[config.mk]
export PLATFORM = sky130hd
export DESIGN_NAME = xcorr_peak_detect
export DESIGN_NICKNAME = d
export VERILOG_FILES = /design/src/rtl/xcorr_peak_detect.sv
export SDC_FILE = /design/constraint.sdc
export NUM_CORES = 1
export LEC_CHECK = 0
export BUFFER_PORTS_ARGS = -buffer_cell sky130_fd_sc_hd__buf_2
export CAP_MARGIN = 15
export CORE_MARGIN = 1
export CORE_UTILIZATION = 54
export CTS_BUF_LIST = sky130_fd_sc_hd__clkbuf_16
export CTS_CLUSTER_SIZE = 24
export DETAILED_ROUTE_END_ITERATION = 10
export PLACE_DENSITY_LB_ADDON = 0.15
export SYNTH_ARGS = -nofsm -noshare
export SYNTH_HDL_FRONTEND = slang
export SYNTH_SLANG_ARGS = --single-unit
[constraint.sdc]
create_clock -name clock -period 5.5 [get_ports clock]
set_input_delay 1.1 -clock clock [delete_from_list [all_inputs] [get_ports clock]]
set_output_delay 1.1 -clock clock [all_outputs]
set_load 0.01 [all_outputs]
[src/rtl/xcorr_peak_detect.sv]
// Peak search over a fixed window of complex correlation sums.
// Approximate magnitude max(|I|,|Q|) + min(|I|,|Q|)/4, earliest index wins ties.
module xcorr_peak_detect #(
  parameter int unsigned WINDOW_LEN = 64,
  parameter int unsigned IDX_WIDTH  = 8
) (
  input  logic                 clock,
  input  logic                 reset,
  input  logic                 enable,
  input  logic [63:0]          sum_in,
  input  logic                 input_strobe,
  input  logic                 search_start,
  input  logic [31:0]          threshold,
  output logic [IDX_WIDTH-1:0] peak_index,
  output logic [31:0]          peak_mag,
  output logic                 peak_valid,
  output logic                 output_strobe,
  output logic                 busy
);

  typedef enum logic [1:0] {StIdle, StSearch, StDrain, StReport} state_t;

  localparam logic [IDX_WIDTH-1:0] LastIdx = IDX_WIDTH'(WINDOW_LEN - 1);

  state_t               r_state;
  logic [IDX_WIDTH-1:0] r_cnt;
  logic [31:0]          r_thr;
  logic [31:0]          r_max;
  logic [IDX_WIDTH-1:0] r_max_idx;

  logic [31:0]          r_p1_a, r_p1_b;
  logic [IDX_WIDTH-1:0] r_p1_idx;
  logic                 r_p1_vld;
  logic [31:0]          r_p2_mag;
  logic [IDX_WIDTH-1:0] r_p2_idx;
  logic                 r_p2_vld;

  logic [IDX_WIDTH-1:0] r_peak_index;
  logic [31:0]          r_peak_mag;
  logic                 r_peak_valid;
  logic                 r_out_strobe;

  logic [31:0]          w_i, w_q, w_abs_i, w_abs_q;
  logic [31:0]          w_hi, w_lo, w_mag;
  logic                 w_accept;
  logic [IDX_WIDTH-1:0] w_idx;

  // Two's-complement negate yields 0x80000000 for -2^31, which is the exact magnitude.
  assign w_i     = sum_in[63:32];
  assign w_q     = sum_in[31:0];
  assign w_abs_i = w_i[31] ? (~w_i + 32'd1) : w_i;
  assign w_abs_q = w_q[31] ? (~w_q + 32'd1) : w_q;

  assign w_hi  = (r_p1_a >= r_p1_b) ? r_p1_a : r_p1_b;
  assign w_lo  = (r_p1_a >= r_p1_b) ? r_p1_b : r_p1_a;
  assign w_mag = w_hi + (w_lo >> 2);

  // A search_start cycle accepts its own strobe as index 0 of the new window.
  assign w_accept = input_strobe && (search_start || (r_state == StSearch));
  assign w_idx    = search_start ? '0 : r_cnt;

  always_ff @(posedge clock) begin
    if (reset) begin
      r_state      <= StIdle;
      r_cnt        <= '0;
      r_thr        <= '0;
      r_max        <= '0;
      r_max_idx    <= '0;
      r_p1_a       <= '0;
      r_p1_b       <= '0;
      r_p1_idx     <= '0;
      r_p1_vld     <= 1'b0;
      r_p2_mag     <= '0;
      r_p2_idx     <= '0;
      r_p2_vld     <= 1'b0;
      r_peak_index <= '0;
      r_peak_mag   <= '0;
      r_peak_valid <= 1'b0;
      r_out_strobe <= 1'b0;
    end else if (enable) begin
      r_p1_a       <= w_abs_i;
      r_p1_b       <= w_abs_q;
      r_p1_idx     <= w_idx;
      r_p1_vld     <= w_accept;
      r_p2_mag     <= w_mag;
      r_p2_idx     <= r_p1_idx;
      r_p2_vld     <= r_p1_vld && !search_start;
      r_out_strobe <= 1'b0;

      if (search_start) begin
        r_thr     <= threshold;
        r_max     <= '0;
        r_max_idx <= '0;
        r_cnt     <= input_strobe ? IDX_WIDTH'(1) : '0;
        r_state   <= (input_strobe && (LastIdx == '0)) ? StDrain : StSearch;
      end else begin
        if (r_p2_vld && (r_p2_mag > r_max)) begin
          r_max     <= r_p2_mag;
          r_max_idx <= r_p2_idx;
        end
        case (r_state)
          StIdle: ;
          StSearch: begin
            if (input_strobe) begin
              r_cnt <= r_cnt + IDX_WIDTH'(1);
              if (r_cnt == LastIdx) r_state <= StDrain;
            end
          end
          StDrain: begin
            if (r_p2_vld && (r_p2_idx == LastIdx)) r_state <= StReport;
          end
          StReport: begin
            r_peak_index <= r_max_idx;
            r_peak_mag   <= r_max;
            r_peak_valid <= (r_max >= r_thr);
            r_out_strobe <= 1'b1;
            r_state      <= StIdle;
          end
          default: r_state <= StIdle;
        endcase
      end
    end
  end

  assign peak_index    = r_peak_index;
  assign peak_mag      = r_peak_mag;
  assign peak_valid    = r_peak_valid;
  assign output_strobe = r_out_strobe;
  assign busy          = (r_state == StSearch) || (r_state == StDrain);

endmodule

==> impl_metrics.csv, run 1 <==
group,metric,value,unit
cts,clk_pin_slew,60,ps
floorplanning,core-area,0.0260,mm^2
setup_path,worstPathRequired,5930,ps
setup_path,worst_ep_arrival_time,5740,ps
synth,synth_edf_count,0,
timing,setup_violations,0,
pwr,p_sw_share,29.5,%
cells_and_area,drive_above_1_share,13.9,%
drt,viasPerCell,5.50,
global_route,grt_pass1_vias,11100,
global_route,grt_usage,23.9,%
global_route,grt_start_max_net_pins,120,
synth,synth.largest_area_cell,"dfxtp_1",
timing,period_share,96.6,%
pwr,p_int,3.48,mW
synth,yosys_register_bits,238,
pwr,max-vdd-ir-drop,0.000293,V
synth,avgSynthCellArea,7.98,um^2
synth,synth-seq-area-share,33.3,%
global_route,grt_pass1_wl,53.7,mm
cells_and_area,instances_no_fill,2252,
drt,drt-wirelength-per-cell,14.7,um
timing,final.setup.worst_slack,188,ps
cts,cts_tree,"done",
cts,root_buffer,"clkbuf_16",
global_route,antenna_found_initial,0,
synth,async_flop_share,0,%
drt,wl,33.2,mm
timing,drv_slew,0,
setup_path,reg2reg_from,"r_p1_b[5]",
drt,dr.pass1.iters,5,
synth,synth.most_common_cell,"nand2_1",
drt,drt-initial-drc-count,815,
setup_path,cp-start-kind,"flop",
pwr,p_per_area,300,mW/mm^2
cells_and_area,area_growth,14.8,%
drt,ant_nets,0,
cells_and_area,post-route-util,63.1,%
synth,yosysUniqueCellTypes,63,
timing,fin_crit,5310,ps
flow_run,maxCapViolCount,0,
timing,fmax,188,MHz
timing,hold_viol,0,
setup_path,r2r_slack,190,ps
placed_design,post-place-ws,-61.3,ps
setup_path,crit_path_end,"r_p2_mag[30]",
placed_design,placed_cells,2199,
floorplanning,die_w,165,um
cts,clock_path_buffers,3,
cells_and_area,diodes,0,
synth,synth_top_area_share,33.3,%
floorplanning,die_y,165,um
setup_path,critPathMaxFanout,7,
setup_path,critical_path.endpoint_type,"flop",
synth,synth_commonest_cells,"324 x nand2_1, 238 x dfxtp_1, 154 x nor2_1",
synth,syn_inst,1791,
cts,cts_buffers,26,
synth,synth_area_leaders,"dfxtp_1 33%, ha_1 12%, nand2_1 8.5%, mux2i_1 5.5%, a21oi_1 4.8%",
cts,clk_latency,530,ps
status,status,"finished clean",
floorplanning,rows,59,
synth,ys_warn_count,0,
cells_and_area,fillers,2353,
pwr,comb_power_share,25.0,%
cts,h-tree-depth,1,
timing,finalSetupTns,0,ps
cells_and_area,nNetsFinal,2131,
timing,fin_skew,14.6,ps
placed_design,gp_congestion,0.845,
pwr,pwr-share-seq,38.5,%
placed_design,hpwl,23.7,mm
pwr,clkPwrFrac,36.5,%
setup_path,reg2reg_depth,24,
synth,ys.flop_type,"dfxtp_1",
floorplanning,die_area,0.0271,mm^2
cts,cts.sinks,238,
timing,max_slew_margin,36.7,%
pwr,power.switching,1.45,mW
pwr,power.leakage,7.14,nW
drt,drc,0,
synth,synth_nets,2025,
drt,vias,12400,
pwr,total_power,4.93,mW
setup_path,cp-startpoint,"r_p1_b[5]",
cts,cts_hold_buf,0,
worst_hold_path,hp-class,"flop to flop",
setup_path,r2r_end,"r_p2_mag[30]",
synth,synth_area,0.0143,mm^2
placed_design,io_buffers,143,
floorplanning,initial_core_util,55.0,%
floorplanning,io_pins,144,
setup_path,path_class,"flop to flop",
timing,tightest_slew,947,ps
global_route,overflow,0,
-- stage by stage --
step	hold slack, ps	area, um^2
6_report	450	16400
5_1_grt	468	16400
4_1_cts	451	16200
3_5_place_dp	443	15300
3_3_place_gp	439	15300
2_1_floorplan	432	14300
-- what timing repair did --
item	in CTS	in global routing
cloned	0	2
gates resized for setup	1	25
buffers inserted	0	3
setup endpoints to repair	1	7
pin swaps	0	8
-- power groups by stage --
stage / Sequential, mW / Clock, mW / Combinational, mW
final: 1.90 / 1.80 / 1.23
after global routing: 1.91 / 1.91 / 1.39
after CTS: 1.90 / 1.83 / 1.17
after detailed placement: 1.93 / 0 / 1.16
after global placement: 1.93 / 0 / 1.14
after floorplan: 1.90 / 0 / 0.863
-- sequential cells by signal (all words and copies together), names as in the netlist, 2 cells and up --
signal / count
r_p1_a: 32
r_p1_b: 32
r_cnt: 8
peak_index: 8
r_p2_mag: 32
peak_mag: 32
r_p2_idx: 8
r_thr: 32
r_max: 32
r_p1_idx: 8
r_state: 2
r_max_idx: 8
-- worst min-delay path by stage --
stage,slack (ps),endpoint,cells after the start,from
finish,450,peak_mag[20],2,peak_mag[20]
global route,470,r_thr[4],2,r_thr[4]
CTS,450,peak_index[1],2,peak_index[1]
detailed placement,440,peak_index[1],2,peak_index[1]
global placement,440,peak_mag[10],2,peak_mag[10]
floorplan,430,peak_index[0],2,r_max_idx[0]
-- area by class of cell --
type	count	area (um^2)	share of cell area (%)
Clock buffer	27	676	4.12
Inverter	115	432	2.63
Tap cell	335	419	2.55
Timing Repair Buffer	170	1000	6.11
Multi-Input combinational cell	1346	8900	54.2
Clock inverter	21	214	1.30
Sequential cell	238	4770	29.0
-- cell usage in the layout (no fill, tap or decap), drive strengths merged, types with 17 or more instances in the layout --
| cell type | synthesis | routed |
|---|---|---|
| nand2 | 324 | 324 |
| dfxtp | 238 | 238 |
| buf | 15 | 168 |
| nor2 | 154 | 154 |
| a21oi | 137 | 137 |
| ha | 132 | 132 |
| inv | 114 | 120 |
| mux2i | 78 | 78 |
| o21ai | 75 | 75 |
| a211oi | 68 | 68 |
| xor2 | 65 | 65 |
| a21o | 39 | 39 |
| mux2 | 30 | 30 |
| clkbuf | 77 | 29 |
| nand3 | 28 | 28 |
| nor3 | 23 | 23 |
| xnor2 | 21 | 21 |
| nand4 | 18 | 18 |
| o31ai | 17 | 17 |
-- cells by family after synthesis --
family                     Yosys count  share of synthesized area (%)
AOI/OAI and AO/OA                  400                           17.7
xor gates and xnor gates            86                           5.27
adders and majority gates          133                           11.7
buffers and inverters              207                           5.43
DFF                                238                           33.3
muxes                              108                           7.82
and+or+nand+nor                    619                           18.7
-- layer usage --
metal	share of wire [%]	global-route usage [%]	up-vias
met5	0	0	-
met4	1.9	6.21	0
met3	4.0	2.59	45
met2	42	36.0	255
met1	52	35.8	5650
li1	-	-	6447
-- worst max-delay path, stage by stage (launching register included) --
cell and delay [ps]:
dfxtp_2 340, inv_1 50, ha_1 290, a21o_1 180
a21o_1 180, a21oi_2 150, o21ai_0 90, o21a_1 180
o21a_1 210, a211oi_4 270, buf_6 160, buf_12 120
mux2_2 330, ha_1 290, buf_4 170, a21oi_2 120
o221ai_1 130, a21o_1 210, a21o_1 180, a21o_1 180
o41a_1 410, o211ai_1 250, a311oi_1 140, or3_1 320
a311oi_1 250
Note: power is estimated with default switching activity, not from simulation.
==> run 2: changes to the inputs <==
--- a/config.mk
+++ b/config.mk
@@ -13,6 +13,8 @@
 export CTS_CLUSTER_SIZE = 24
 export DETAILED_ROUTE_END_ITERATION = 10
 export PLACE_DENSITY_LB_ADDON = 0.15
+export REMOVE_ABC_BUFFERS = 1
+export SETUP_SLACK_MARGIN = 0.5
 export SYNTH_ARGS = -nofsm -noshare
 export SYNTH_HDL_FRONTEND = slang
 export SYNTH_SLANG_ARGS = --single-unit
==> run 2 against run 1 <==
Global-route usage grew 0.25 points. Worst hold slack got worse by 1.9 ps. Sequential cell count unchanged. Critical path depth down 1. Sequential power hardly changed. Non-clock buffer count up 12. Total power rose by 0.59%. Critical endpoint unchanged. Largest power group unchanged.
==> impl_metrics.csv, run 2 (synthesis results as in run 1) <==
group,metric,value,unit
drt,wl,33.4,mm
cts,clk_latency,520,ps
drt,ant_nets,0,
placed_design,post-place-ws,57.0,ps
global_route,grt_start_max_net_pins,115,
drt,drt-initial-drc-count,783,
drt,drc,0,
timing,drv_slew,0,
floorplanning,core-area,0.0260,mm^2
placed_design,gp_congestion,0.886,
setup_path,cp-start-kind,"flop",
global_route,grt_usage,24.1,%
floorplanning,die_w,165,um
global_route,antenna_found_initial,0,
placed_design,io_buffers,143,
cts,root_buffer,"clkbuf_16",
cts,cts_hold_buf,0,
status,status,"finished clean",
flow_run,maxCapViolCount,0,
global_route,grt_pass1_wl,54.5,mm
cts,clk_pin_slew,60,ps
floorplanning,die_y,165,um
cells_and_area,diodes,0,
cells_and_area,nNetsFinal,2142,
drt,vias,12400,
global_route,grt_pass1_vias,11500,
timing,final.setup.worst_slack,453,ps
floorplanning,rows,59,
drt,viasPerCell,5.50,
cts,cts_buffers,25,
cells_and_area,final_common_cell,"nand2_1",
cells_and_area,area_growth,16.9,%
drt,dr.pass1.iters,5,
pwr,p_per_area,297,mW/mm^2
setup_path,worst_ep_arrival_time,5480,ps
pwr,power.leakage,7.23,nW
global_route,overflow,0,
placed_design,hpwl,23.7,mm
setup_path,path_class,"flop to flop",
cts,cts.sinks,238,
pwr,max-vdd-ir-drop,0.000212,V
cells_and_area,instances_no_fill,2261,
timing,hold_viol,0,
timing,setup_violations,0,
drt,drt-wirelength-per-cell,14.8,um
cts,clock_path_buffers,3,
setup_path,worstPathRequired,5940,ps
timing,max_slew_margin,37.2,%
timing,fin_skew,20.2,ps
timing,fmax,198,MHz
timing,fin_crit,5050,ps
timing,rsz0062_at_grt,"yes",
worst_hold_path,hp-class,"flop to flop",
cts,h-tree-depth,1,
cells_and_area,final_cell_mix,"324 x nand2_1, 228 x dfxtp_1, 152 x nor2_1",
cells_and_area,post-route-util,64.3,%
floorplanning,initial_core_util,55.0,%
floorplanning,die_area,0.0271,mm^2
cells_and_area,drive_above_1_share,16.6,%
timing,tightest_slew,942,ps
placed_design,placed_cells,2199,
cts,cts_tree,"done",
setup_path,critPathMaxFanout,7,
setup_path,critical_path.endpoint_type,"flop",
floorplanning,io_pins,144,
timing,period_share,91.8,%
## run 2: changes by cell type in the layout (fill, tap and decap cells not counted), sizes merged
cell,delta
bufbuf,+2
inv,-3
clkinv,+1
clkinvlp,+1
clkbuf,-4
buf,+12
## run 2: worst paths after layout
| kind | from | to | slack [ps] | cells after the start |
|---|---|---|---|---|
| min | peak_index[4] | peak_index[4] | 450 | 2 |
| min reg2reg | peak_index[4] | peak_index[4] | 450 | 2 |
| max | r_p1_a[13] | r_p2_mag[30] | 450 | 23 |
| max reg2reg | r_p1_a[13] | r_p2_mag[30] | 450 | 23 |
## run 2: power breakdown
part	internal, mW	switching [mW]
Clock	1.06	0.686
Sequential	1.82	0.0859
Combinational	0.605	0.708
## run 2: stage by stage
step | setup TNS [ps] | hold slack, ps | instance area [um^2] | power, mW
after floorplan | -129400 | 426 | 14000 | 2.72
after global placement | 0 | 440 | 15300 | 3.04
after detailed placement | 0 | 445 | 15300 | 3.07
after CTS | 0 | 453 | 16500 | 4.94
after global routing | 0 | 472 | 16700 | 5.22
final | 0 | 448 | 16700 | 4.96
## run 2: cell type report
type / count / area (um^2)
Inverter: 115 / 432
Timing Repair Buffer: 182 / 1110
Tap cell: 335 / 419
Clock buffer: 25 / 626
Multi-Input combinational cell: 1346 / 9130
Sequential cell: 238 / 4780
Clock inverter: 20 / 221
Fill cell: 2332 / 9280
## run 2: critical path, stage by stage (launching register included)
cell and delay [ps]:
dfxtp_1 460, ha_4 250, a21o_1 170, a21o_1 180
a21oi_2 170, nand3_2 90, o21a_1 200, a211oi_4 220
buf_6 150, buf_4 110, buf_12 110, mux2_4 310
ha_4 240, buf_4 150, a21oi_2 160, o221ai_2 110
a21o_1 190, a21o_1 170, a21o_1 180, o41a_1 350
o211ai_1 250, a311oi_1 140, or3_1 370, a311oi_2 220
## run 2: what timing repair did
action,CTS,global route
hold endpoints to repair,0,0
setup buffers,9,6
pin swaps,18,30
cloned,2,0
resized for setup,51,36
setup endpoints to repair,12,12
## run 2: metal layers
layer / track usage [%] / up-vias / share of wire (%)
li1: - / 6458 / -
met1: 34.7 / 5682 / 50
met2: 39.2 / 255 / 44
met3: 2.36 / 41 / 3.8
met4: 4.55 / 0 / 1.5
met5: 0 / - / 0
==> run 3: changes to the inputs <==
--- a/config.mk
+++ b/config.mk
@@ -8,7 +8,7 @@
 export BUFFER_PORTS_ARGS = -buffer_cell sky130_fd_sc_hd__buf_2
 export CAP_MARGIN = 15
 export CORE_MARGIN = 1
-export CORE_UTILIZATION = 54
+export CORE_UTILIZATION = 60
 export CTS_BUF_LIST = sky130_fd_sc_hd__clkbuf_16
 export CTS_CLUSTER_SIZE = 24
 export DETAILED_ROUTE_END_ITERATION = 10
==> constraint.sdc (replaced) <==
create_clock -name clock -period 5.4 [get_ports clock]
set_input_delay 1.08 -clock clock [delete_from_list [all_inputs] [get_ports clock]]
set_output_delay 1.08 -clock clock [all_outputs]
set_load 0.01 [all_outputs]
==> run 3 against run 2 <==
The run now ends with design-rule violations left. Worst setup slack lost 150 ps. Core utilization grew 8.0 points. Register-to-register slack lost 150 ps. Combinational power grew 8%. Cell area grew 1.3%. Clock skew shrank 13 ps. Total power grew 2.4%. Sequential cell count is the same. Via count grew 2.4%. Count of clock-buffer cells in the layout is the same. Sequential power grew 2%. Critical endpoint unchanged. Largest cell class unchanged. Highest routed layer unchanged.
==> impl_metrics.csv, run 3 (synthesis results as in run 1) <==
group,metric,value,unit
placed_design,placed_cells,2207,
timing,tightest_slew,925,ps
drt,drt-initial-drc-count,785,
status,violations,"design-rule violations",
cts,clock_path_buffers,3,
drt,viasPerCell,5.61,
cells_and_area,area_growth,18.4,%
cells_and_area,diodes,0,
timing,rsz0062_at_grt,"yes",
drt,wl,33.5,mm
timing,hold_viol,0,
setup_path,cp-start-kind,"flop",
cts,cts.sinks,238,
setup_path,path_class,"flop to flop",
global_route,grt_pass1_vias,11700,
cts,root_buffer,"clkbuf_16",
setup_path,worstPathRequired,5820,ps
placed_design,hpwl,23.5,mm
drt,drc,2,
cts,cts_buffers,25,
timing,fin_crit,5090,ps
drt,vias,12700,
floorplanning,io_pins,144,
timing,fmax,196,MHz
timing,drv_slew,0,
setup_path,worst_ep_arrival_time,5520,ps
cts,clk_latency,520,ps
floorplanning,die_w,156,um
drt,dr.pass1.iters,8,
placed_design,gp_congestion,0.896,
timing,final.setup.worst_slack,307,ps
global_route,grt_pass1_wl,54.8,mm
pwr,p_per_area,300,mW/mm^2
flow_run,maxCapViolCount,0,
cells_and_area,final_common_cell,"nand2_1",
cells_and_area,nNetsFinal,2170,
cells_and_area,final_cell_mix,"324 x nand2_1, 226 x dfxtp_1, 152 x nor2_1",
global_route,antenna_found_initial,0,
pwr,max-vdd-ir-drop,0.000187,V
setup_path,critical_path.endpoint_type,"flop",
floorplanning,die_y,156,um
drt,ant_nets,0,
floorplanning,initial_core_util,61.1,%
setup_path,critPathMaxFanout,7,
timing,period_share,94.3,%
worst_hold_path,hp-class,"flop to flop",
global_route,grt_usage,26.8,%
timing,whs,449,ps
cts,cts_hold_buf,0,
cts,cts_tree,"done",
cells_and_area,post-route-util,72.3,%
cts,h-tree-depth,1,
floorplanning,core-area,0.0234,mm^2
floorplanning,rows,56,
timing,max_slew_margin,38.3,%
pwr,power.leakage,7.37,nW
placed_design,post-place-ws,-63.2,ps
cells_and_area,drive_above_1_share,17.9,%
global_route,overflow,0,
floorplanning,die_area,0.0244,mm^2
timing,fin_skew,7.31,ps
cts,clk_pin_slew,60,ps
timing,setup_violations,0,
status,status,"finished with violations",
global_route,grt_start_max_net_pins,100,
drt,drt-wirelength-per-cell,14.7,um
cells_and_area,instances_no_fill,2272,
placed_design,io_buffers,143,
==> run 3: timing repair <==
action                                  4_1_cts  5_1_grt
gates resized for setup                      59       31
pin swaps                                    25       18
gates cloned                                  3        0
endpoints found under the hold margin         0        0
buffers inserted                             12        6
endpoints found under the setup margin       14       14
==> run 3: worst paths after layout <==
path                                    from           end  slack [ps]  cells after the start
worst max-delay path               r_p1_a[0]  r_p2_mag[30]         310                     23
worst min-delay path            peak_mag[26]  peak_mag[26]         450                      2
worst max register to register     r_p1_a[0]  r_p2_mag[30]         310                     23
worst min register to register  peak_mag[26]  peak_mag[26]         450                      2
==> run 3: report_power, final <==
part,switching [mW],leakage [nW],internal (mW),total [mW]
sequential,0.0880,1.95,1.85,1.94
combinational,0.735,5.02,0.674,1.41
clock,0.699,0.411,1.03,1.73
==> run 3: cell type report <==
class                           count  area (um^2)
Fill cell                        1859         6470
Multi-Input combinational cell   1346         9130
Timing Repair Buffer              210         1360
Sequential cell                   238         4780
Clock inverter                     19          201
Tap cell                          319          399
Inverter                          115          432
Clock buffer                       25          626
==> run 3: metal layers <==
layer / wire (um) / vias up / GRT usage, %
met5: 0 / - / 0
met4: 670 / 0 / 7.14
met3: 1440 / 52 / 2.69
met2: 14900 / 319 / 43.9
met1: 16400 / 5860 / 37.6
li1: - / 6506 / -
==> run 3: through the flow <==
stage	TNS (ps)	power (mW)	instance area, um^2
after global routing	0	5.34	16900
after detailed placement	-63.2	3.17	15500
after floorplan	-132600	2.78	14000
final	0	5.08	16900
after CTS	0	5.04	16800
after global placement	0	3.14	15500
==> run 3: worst max-delay path, cell delays in order, from the launching register on <==
cell      delay [ps]
dfxtp_2          320
inv_2             70
ha_4             190
nand2b_4         130
a21o_1           160
a21oi_2          160
o21ai_1          100
o21a_1           200
o21a_1           220
a211oi_4         280
buf_12           160
buf_6             90
mux2_4           300
fa_2             360
a211oi_2         250
o21bai_1         130
a21o_1           230
a31oi_4          220
nor4_4            70
o41a_1           400
o211ai_1         230
a311oi_1         130
or3_1            330
a311oi_1         270
